$ cat config.mk
export PLATFORM = sky130hd
export DESIGN_NAME = adder_flat
export DESIGN_NICKNAME = d
export VERILOG_FILES = /design/src/rtl/adder_if.sv /design/src/rtl/adder.sv /design/src/flat_wrapper.sv
export SDC_FILE = /design/constraint.sdc
export NUM_CORES = 1
export LEC_CHECK = 0
export ABC_AREA = 1
export ABC_CLOCK_PERIOD_IN_PS = 4200
export CORE_MARGIN = 2
export CORE_UTILIZATION = 44
export CTS_CLUSTER_DIAMETER = 100
export DETAILED_ROUTE_END_ITERATION = 16
export PLACE_DENSITY = 0.8
export SLEW_MARGIN = 20
export SYNTH_ARGS = -nofsm -noshare
export SYNTH_HDL_FRONTEND = slang
export SYNTH_SLANG_ARGS = --single-unit
$ cat constraint.sdc
create_clock -name clk -period 4.2 [get_ports clk]
set_input_delay 0.63 -clock clk [delete_from_list [all_inputs] [get_ports clk]]
set_output_delay 0.63 -clock clk [all_outputs]
set_load 0.01 [all_outputs]
$ cat src/rtl/adder_if.sv
// Operand/result bundle for the registered CLA adder.
// The master drives the operands; the slave (the adder) returns the registered result and flags.
interface adder_if #(
    parameter int WIDTH = 32
);
    logic [WIDTH-1:0] a;
    logic [WIDTH-1:0] b;
    logic [WIDTH-1:0] sum;
    logic             carry_out;
    logic             overflow;
    logic             zero;

    modport master (
        output a,
        output b,
        input  sum,
        input  carry_out,
        input  overflow,
        input  zero
    );

    modport slave (
        input  a,
        input  b,
        output sum,
        output carry_out,
        output overflow,
        output zero
    );
endinterface

$ cat src/rtl/adder.sv
// Single-cycle registered adder built from 4-bit carry-lookahead groups with a flattened
// group-level lookahead; sum, carry, signed overflow and zero are all registered together.
module adder #(
    parameter int WIDTH = 32
) (
    input  logic  clk,
    input  logic  rst,
    adder_if.slave bus
);
    localparam int NG = (WIDTH + 3) / 4;
    localparam int PW = NG * 4;

    function automatic logic grp_gen(input logic [3:0] g, input logic [3:0] p);
        return g[3] | (p[3] & g[2]) | (p[3] & p[2] & g[1]) | (p[3] & p[2] & p[1] & g[0]);
    endfunction

    function automatic logic [3:0] grp_carry(input logic [3:0] g, input logic [3:0] p,
                                             input logic ci);
        logic [3:0] c;
        c[0] = ci;
        c[1] = g[0] | (p[0] & ci);
        c[2] = g[1] | (p[1] & g[0]) | (p[1] & p[0] & ci);
        c[3] = g[2] | (p[2] & g[1]) | (p[2] & p[1] & g[0]) | (p[2] & p[1] & p[0] & ci);
        return c;
    endfunction

    logic [PW-1:0]    w_g;
    logic [PW-1:0]    w_p;
    logic [PW-1:0]    w_c;
    logic [NG-1:0]    w_gg;
    logic [NG-1:0]    w_gp;
    logic [NG:0]      w_cg;
    logic [WIDTH-1:0] w_sum;
    logic             w_ovf;

    logic [WIDTH-1:0] r_sum_p1;
    logic             r_cout_p1;
    logic             r_ovf_p1;
    logic             r_zero_p1;

    // Stage p0: combinational CLA on the live operands
    always_comb begin
        logic w_term;
        logic w_prod;
        // Padding bits above WIDTH propagate without generating, so a truncated top
        // group passes its real carry straight through to the group carry-out.
        w_g = '0;
        w_p = '1;
        w_g[WIDTH-1:0] = bus.a & bus.b;
        w_p[WIDTH-1:0] = bus.a ^ bus.b;

        w_gg = '0;
        w_gp = '0;
        for (int k = 0; k < NG; k++) begin
            w_gg[k] = grp_gen(w_g[4*k +: 4], w_p[4*k +: 4]);
            w_gp[k] = &w_p[4*k +: 4];
        end

        // Each group carry is a flat OR of generate terms gated by higher propagates.
        w_cg = '0;
        for (int k = 0; k < NG; k++) begin
            w_term = 1'b0;
            for (int j = 0; j <= k; j++) begin
                w_prod = w_gg[j];
                for (int m = j + 1; m <= k; m++) begin
                    w_prod = w_prod & w_gp[m];
                end
                w_term = w_term | w_prod;
            end
            w_cg[k+1] = w_term;
        end

        w_c = '0;
        for (int k = 0; k < NG; k++) begin
            w_c[4*k +: 4] = grp_carry(w_g[4*k +: 4], w_p[4*k +: 4], w_cg[k]);
        end

        w_sum = w_p[WIDTH-1:0] ^ w_c[WIDTH-1:0];
        w_ovf = (bus.a[WIDTH-1] == bus.b[WIDTH-1]) && (w_sum[WIDTH-1] != bus.a[WIDTH-1]);
    end

    // Stage p1: result and flags captured together from one operand pair
    always_ff @(posedge clk) begin
        if (rst) begin
            r_sum_p1  <= '0;
            r_cout_p1 <= 1'b0;
            r_ovf_p1  <= 1'b0;
            r_zero_p1 <= 1'b1;
        end else begin
            r_sum_p1  <= w_sum;
            r_cout_p1 <= w_cg[NG];
            r_ovf_p1  <= w_ovf;
            r_zero_p1 <= ~|w_sum;
        end
    end

    assign bus.sum       = r_sum_p1;
    assign bus.carry_out = r_cout_p1;
    assign bus.overflow  = r_ovf_p1;
    assign bus.zero      = r_zero_p1;
endmodule

$ cat src/flat_wrapper.sv
// flat-port wrapper written by rule: the top's interface ports become plain ports
module adder_flat 
#(
    parameter int WIDTH = 32
)
  (clk, rst, bus_a, bus_b, bus_sum, bus_carry_out, bus_overflow, bus_zero);
  adder_if #(.WIDTH(WIDTH)) bus_i ();
  input  logic clk;
  input  logic rst;
  input wire logic [$bits(bus_i.a)-1:0] bus_a;
  input wire logic [$bits(bus_i.b)-1:0] bus_b;
  output wire logic [$bits(bus_i.sum)-1:0] bus_sum;
  output wire logic [$bits(bus_i.carry_out)-1:0] bus_carry_out;
  output wire logic [$bits(bus_i.overflow)-1:0] bus_overflow;
  output wire logic [$bits(bus_i.zero)-1:0] bus_zero;
  assign bus_i.a = bus_a;
  assign bus_i.b = bus_b;
  assign bus_sum = bus_i.sum;
  assign bus_carry_out = bus_i.carry_out;
  assign bus_overflow = bus_i.overflow;
  assign bus_zero = bus_i.zero;
  adder #(.WIDTH(WIDTH)) u_core (.clk(clk), .rst(rst), .bus(bus_i));
endmodule
==> parameters.txt, run 1 <==
Parameter                              Value

Clock network
  Total clock sinks ... 35
  Clock transition at the register clock pins on the worst setup and hold paths after CTS ... 70 ps
  Clock Root Buffer ... sky130_fd_sc_hd__clkbuf_8
  Clock tree from TritonCTS ... yes
  Number of buffers inserted to repair setup after CTS ... 0
  Num CTS Buffers ... 5
  Number of buffers on the longest clock path ... 2
  Hold Buf Count CTS ... 0
  Htree depth ... 2
  Resize count post-CTS ... 0

Place
  Placed inst area ... ~3600 um2
  Total half-perimeter wirelength after legalization and detailed placement ... ~5.2 mm
  Placer congestion estimate ... 0.9084
  Minimum setup slack after placement ... 385.9 ps
  Instance count after placement with tap cells included ... slightly above 500
  I/O Buffers ... 100

Drt
  Number of vias after detailed routing ... 2,491
  Post-DR vias/cell ... 4.828
  Antenna violation net count after detailed routing ... 0
  Initial drt markers ... 103
  First-pass iteration count of the detailed router ... 5
  Total wirelength of the detailed-routed design ... 6.181 mm
  Wirelength per Cell ... 11.98 um
  Number of remaining DRC errors ... 0

STA
  RSZ-0062 raised after global routing ... false
  Setup ws final ... 682.1 ps
  Period utilisation layout ... 0.8376
  Worst slew margin relative to its limit ... 0.7595
  Setup violators final ... 0
  Clock period minus final worst setup slack ... 3518 ps
  Max-slew violation total from the final report ... 0
  Aggregate negative setup slack ... 0 ps
  Actual transition at the worst max-transition pin ... 358.0 ps
  Highest achievable clock rate ... 284.3 MHz
  Number of hold violations in the final report ... 0

Power and ir drop
  P_int ... 769.8 uW
  Worst ir drop on vdd ... 0.1336 mV
  Static leakage ... 1.807 nW
  Switching share of total power ... 0.3247
  Clock network power share ... 0.276
  Switching pwr ... 370.2 uW
  Logic pwr share ... 0.389
  P per Cell Area ... approximately 310 nW/um2
  Flop pwr share ... 0.336

Yosys
  Sequential element share of the synthesized area ... 0.2813
  Avg Synthesized Cell Area ... 7.348 um2
  Async set or reset register ratio after synthesis ... 0
  Gate Count Post-Synth ... 339
  FF+latch count, synth ... 35
  Number of distinct standard cells referenced by the synthesized netlist ... 25
  Post-synth EDFFs ... 0
  Total nets after synthesis ... 444
  Top_reg_cell synth ... sky130_fd_sc_hd__dfxtp_1
  Netlist Area Pre-Place ... 2491 um2
  Synth warn ... 0

Cells and area
  Ratio of cells with drive above 1 in the final layout ... 0.06306
  Final instance area ... around 3700 um2
  Number of diodes ... 0
  Fin cells ... ~520
  Commonest non-fill, non-tap cells in the layout ... sky130_fd_sc_hd__clkdlybuf4s50_1, sky130_fd_sc_hd__nand2_1, sky130_fd_sc_hd__nor2_1
  Final core utilization ... 0.6738
  Net count reported at finish ... 548
  Area added between synthesis and finish ... 48.02%
  Commonest non-fill, non-tap cell in the layout ... sky130_fd_sc_hd__clkdlybuf4s50_1

Floorplanning
  Die outline area ... between 6000 and 7000 um2
  Horiz. Die Dim ... 79.25 um
  Area of the core region ... between 5000 and 6000 um2
  Starting Density ... 0.4552
  Standard-cell rows ... 27
  Ports placed on the boundary ... 101
  Vertical extent of the die ... 79.25 um

Worst setup path
  Crit path top cell by count ... sky130_fd_sc_hd__nor2_1
  Data arrival time of the critical path ... about 3800 ps
  Cells along the critical path ... clkdlybuf4s50_1 -> ha_1 -> or2_0 -> nand2_1 -> nand2_2 -> nand4_1 -> nand3_2 -> nand2_2 -> nand2_4 -> nand2_4 -> nand2_4 -> fa_1 -> xnor2_1 -> nand4_1 -> nor2_1 -> nand3_1 -> nor2_1 -> nand2_1 -> nor2_1 -> nand3_1 -> nor2_1 -> nand3_1 -> nand2_1
  Sort of element at the start of the critical path ... input pin
  CP max FO ... 5
  Critical setup path kind ... input pin to flop
  Cell with the largest stage delay on the worst path ... sky130_fd_sc_hd__clkdlybuf4s50_1
  Crit path largest cell delay ... 400 ps
  Critical Path End Type ... flop
  Critical path required time ... 4430 ps
  Worst path buffer plus inverter count ... 1
  Kind of cell adding the most delay to the critical path ... simple AND/OR/NAND/NOR gates

Job
  Number of maximum-capacitance constraint violations ... 0

Hold path
  Type of the tightest min-delay check ... input pin to flop

Global route
  Via count of the first global-routing pass ... 2,472
  Maximum number of pins on one net before global-route repair ... 34
  Antenna violations before repair ... 0
  First-pass GRT wire length ... 10.52 mm
  Grt total ovfl ... 0
  Total GRT Usage ... 0.2089

Status
  Status ... finished, final reports clean
==> final timing paths <==
path | startpoint | endpoint | cells after the start | slack, ps
worst max-delay path | bus_b[3] | u_core.bus.zero | 23 | 680
worst min-delay path | bus_a[31] | u_core.bus.overflow | 3 | 1020
==> metrics by stage <==
step | hold WS [ps] | power (mW)
after floorplan | 764.9 | 0.6315
after global placement | 1294 | 0.8237
after detailed placement | 1309 | 0.8322
after CTS | 1006 | 1.142
after global routing | 1063 | 1.211
final | 1015 | 1.140
==> state kept, by name (all words and copies together), names as in the netlist <==
name                  count
u_core.bus.sum           32
u_core.bus.overflow       1
u_core.bus.carry_out      1
u_core.bus.zero           1
==> routing by layer <==
layer / part of all wire / track usage / up-vias
li1: - / - / 1283
met1: 0.42 / 0.2507 / 1098
met2: 0.49 / 0.3754 / 98
met3: 0.066 / 0.02955 / 12
met4: 0.028 / 0.07931 / 0
met5: 0 / 0 / -
==> power by group through the flow <==
stage,clock network (mW),logic [mW],registers [mW]
3_5_place_dp,0,0.442,0.391
5_1_grt,0.329,0.494,0.387
3_3_place_gp,0,0.433,0.391
2_1_floorplan,0,0.219,0.413
4_1_cts,0.314,0.444,0.383
6_report,0.314,0.443,0.383
==> kinds of logic after synthesis <==
group                    share of synthesized area
AO/OA/AOI/OAI                              0.06177
adder cells (fa/ha/maj)                     0.2170
buffers and inverters                      0.07534
flip-flops                                  0.2813
XOR/XNOR                                   0.04169
AND/OR/NAND/NOR                             0.3230
==> Yosys cell counts (5+ instances only) <==
cell type	count	share of area
sky130_fd_sc_hd__fa_1	7	0.056
sky130_fd_sc_hd__dfxtp_1	35	0.28
sky130_fd_sc_hd__inv_1	45	0.068
sky130_fd_sc_hd__nor3_1	5	0.010
sky130_fd_sc_hd__nand2_1	73	0.11
sky130_fd_sc_hd__a21oi_1	19	0.038
sky130_fd_sc_hd__nand2_2	8	0.020
sky130_fd_sc_hd__ha_1	32	0.16
sky130_fd_sc_hd__nand2_4	5	0.023
sky130_fd_sc_hd__nor2_1	50	0.075
sky130_fd_sc_hd__xor2_1	6	0.021
sky130_fd_sc_hd__nand3_1	22	0.044
==> final cells by class <==
type / count / area [um2]
fillers: 472 / 1785
repair buffers: 101 / 1008
inverters: 46 / 172.7
multi-input cells: 254 / 1603
clock buffers: 5 / 68.82
well taps: 72 / 90.09
clock inverters: 3 / 43.79
flip-flops and latches: 35 / 700.7
Note: power is estimated with default switching activity, not from simulation.
==> run 2: changes to the inputs <==
Settings changed: ABC_CLOCK_PERIOD_IN_PS 4200 to 3560.
Clock period 4.2 ns to 3.56 ns, I/O delays scaled along.
==> run 2 against run 1 <==
Against the previous run:
- final cell count rose by 3.3%
- wire length rose by 3.9%
- highest routed layer unchanged
- clock power rose by 4%
- setup slack got worse by 420 ps
- critical path depth fell by 2
==> parameters.txt, run 2 (same netlist as run 1, synthesis figures left out) <==
Parameter                              Value

Power and ir drop
  P per Cell Area ... 346.4 nW/um2
  Static leakage ... 1.890 nW
  Worst ir drop on vdd ... ~0.18 mV

Clock network
  Num CTS Buffers ... 5
  Hold Buf Count CTS ... 0
  Clock transition at the register clock pins on the worst setup and hold paths after CTS ... 70 ps
  Clock tree from TritonCTS ... yes
  Resize count post-CTS ... 0
  Number of buffers inserted to repair setup after CTS ... 0
  Clock Root Buffer ... sky130_fd_sc_hd__clkbuf_8
  Htree depth ... 2
  Total clock sinks ... 35
  Number of buffers on the longest clock path ... 2

Global route
  First-pass GRT wire length ... around 10 mm
  Antenna violations before repair ... 0
  Via count of the first global-routing pass ... ~2,500
  Total GRT Usage ... 0.2110
  Grt total ovfl ... 0
  Maximum number of pins on one net before global-route repair ... 34

Cells and area
  Commonest non-fill, non-tap cells in the layout ... sky130_fd_sc_hd__clkdlybuf4s50_1, sky130_fd_sc_hd__nand2_1, sky130_fd_sc_hd__nor2_1
  Commonest non-fill, non-tap cell in the layout ... sky130_fd_sc_hd__clkdlybuf4s50_1
  Final core utilization ... 0.7103
  Area added between synthesis and finish ... 56.05%
  Net count reported at finish ... 565
  Ratio of cells with drive above 1 in the final layout ... 0.1215
  Number of diodes ... 0
  Flip-flop count of the largest register, all copies and words added ... 32

Floorplanning
  Area of the core region ... ~5500 um2
  Ports placed on the boundary ... 101
  Standard-cell rows ... 27
  Horiz. Die Dim ... between 70 and 80 um
  Vertical extent of the die ... 79.25 um
  Die outline area ... between 6000 and 7000 um2
  Starting Density ... 0.4552

Job
  Number of maximum-capacitance constraint violations ... 0

Worst setup path
  Critical Path End Type ... flop
  CP max FO ... 4
  Sort of element at the start of the critical path ... input pin
  Data arrival time of the critical path ... 3540 ps
  Critical setup path kind ... input pin to flop
  Critical path required time ... 3800 ps

STA
  Setup ws final ... 257.6 ps
  Max-slew violation total from the final report ... 0
  Period utilisation layout ... 0.9276
  Setup violators final ... 0
  Worst slew margin relative to its limit ... 0.7608
  Actual transition at the worst max-transition pin ... 356.0 ps
  Clock period minus final worst setup slack ... 3302 ps
  Number of hold violations in the final report ... 0
  Highest achievable clock rate ... 302.8 MHz

Drt
  First-pass iteration count of the detailed router ... 4
  Post-DR vias/cell ... 4.831
  Wirelength per Cell ... around 12 um
  Number of vias after detailed routing ... 2,575
  Total wirelength of the detailed-routed design ... 6.422 mm
  Antenna violation net count after detailed routing ... 0
  Number of remaining DRC errors ... 0
  Initial drt markers ... 122

Place
  Total half-perimeter wirelength after legalization and detailed placement ... 5.282 mm
  Placer congestion estimate ... around 0.83
  Minimum setup slack after placement ... -77.88 ps
  I/O Buffers ... 100

Status
  Status ... finished, final reports clean

Hold path
  Type of the tightest min-delay check ... input pin to flop
run 2: changes by cell type in the layout (fill, tap and decap cells not counted), moves of 2 or more:
cell and change:
sky130_fd_sc_hd__a21oi_1 -2, sky130_fd_sc_hd__buf_4 +17, sky130_fd_sc_hd__clkbuf_8 +2, sky130_fd_sc_hd__ha_4 +4, sky130_fd_sc_hd__ha_1 -4, sky130_fd_sc_hd__a21oi_2 +2, sky130_fd_sc_hd__nor2_1 -2, sky130_fd_sc_hd__nor2_2 +2
run 2: final timing paths:
kind                               to  startpoint  slack [ps]  depth (start not counted)
setup / recovery      u_core.bus.zero   bus_b[10]         260                         21
hold / removal    u_core.bus.overflow   bus_a[31]         930                          3
run 2: critical path: stages:
cell and delay (ps):
sky130_fd_sc_hd__clkdlybuf4s50_1 410, sky130_fd_sc_hd__ha_1 340, sky130_fd_sc_hd__nand2_2 110, sky130_fd_sc_hd__inv_1 50, sky130_fd_sc_hd__nand2_1 60, sky130_fd_sc_hd__nand2_1 80, sky130_fd_sc_hd__a21oi_2 140, sky130_fd_sc_hd__nand3_2 110
sky130_fd_sc_hd__nand2_2 90, sky130_fd_sc_hd__nand2_4 70, sky130_fd_sc_hd__fa_1 380, sky130_fd_sc_hd__xor2_1 190, sky130_fd_sc_hd__nor3_1 280, sky130_fd_sc_hd__nand3_1 110, sky130_fd_sc_hd__nor2_1 120, sky130_fd_sc_hd__nand2_1 60
sky130_fd_sc_hd__nor2_1 100, sky130_fd_sc_hd__nand3_1 80, sky130_fd_sc_hd__nor2_1 100, sky130_fd_sc_hd__nand3_1 80, sky130_fd_sc_hd__nand2_1 60
run 2: report_power, final:
part           internal, mW  switching, mW
registers             0.440         0.0128
logic                 0.289          0.277
clock network         0.176          0.151
run 2: layout make-up:
cell class                 instances  area [um2]
multi-input combinational        254        1684
fill                             446        1585
timing repair buffer             118        1136
sequential                        35       700.7
inverter                          46       172.7
clock buffer                       7       96.34
tap                               72       90.09
clock inverter                     1       7.507
run 2: stage by stage:
step / setup TNS [ps] / hold slack [ps] / instances / power [mW] / area (um2)
2_1_floorplan: 0 / 668.9 / 339 / 0.7450 / 2491
3_3_place_gp: 0 / 1199 / 525 / 0.9965 / 3702
3_5_place_dp: -77.88 / 1212 / 525 / 1.009 / 3702
4_1_cts: 0 / 911.5 / 533 / 1.337 / 3806
5_1_grt: -37.87 / 936.0 / 533 / 1.432 / 3887
6_report: 0 / 927.9 / 533 / 1.347 / 3887
run 2: layer usage:
| layer | wire length [um] | track usage | part of all wire |
|---|---|---|---|
| met5 | 0 | 0 | 0 |
| met4 | 96 | 0.06897 | 0.015 |
| met3 | 377 | 0.03295 | 0.059 |
| met2 | 3322 | 0.4025 | 0.52 |
| met1 | 2625 | 0.2366 | 0.41 |
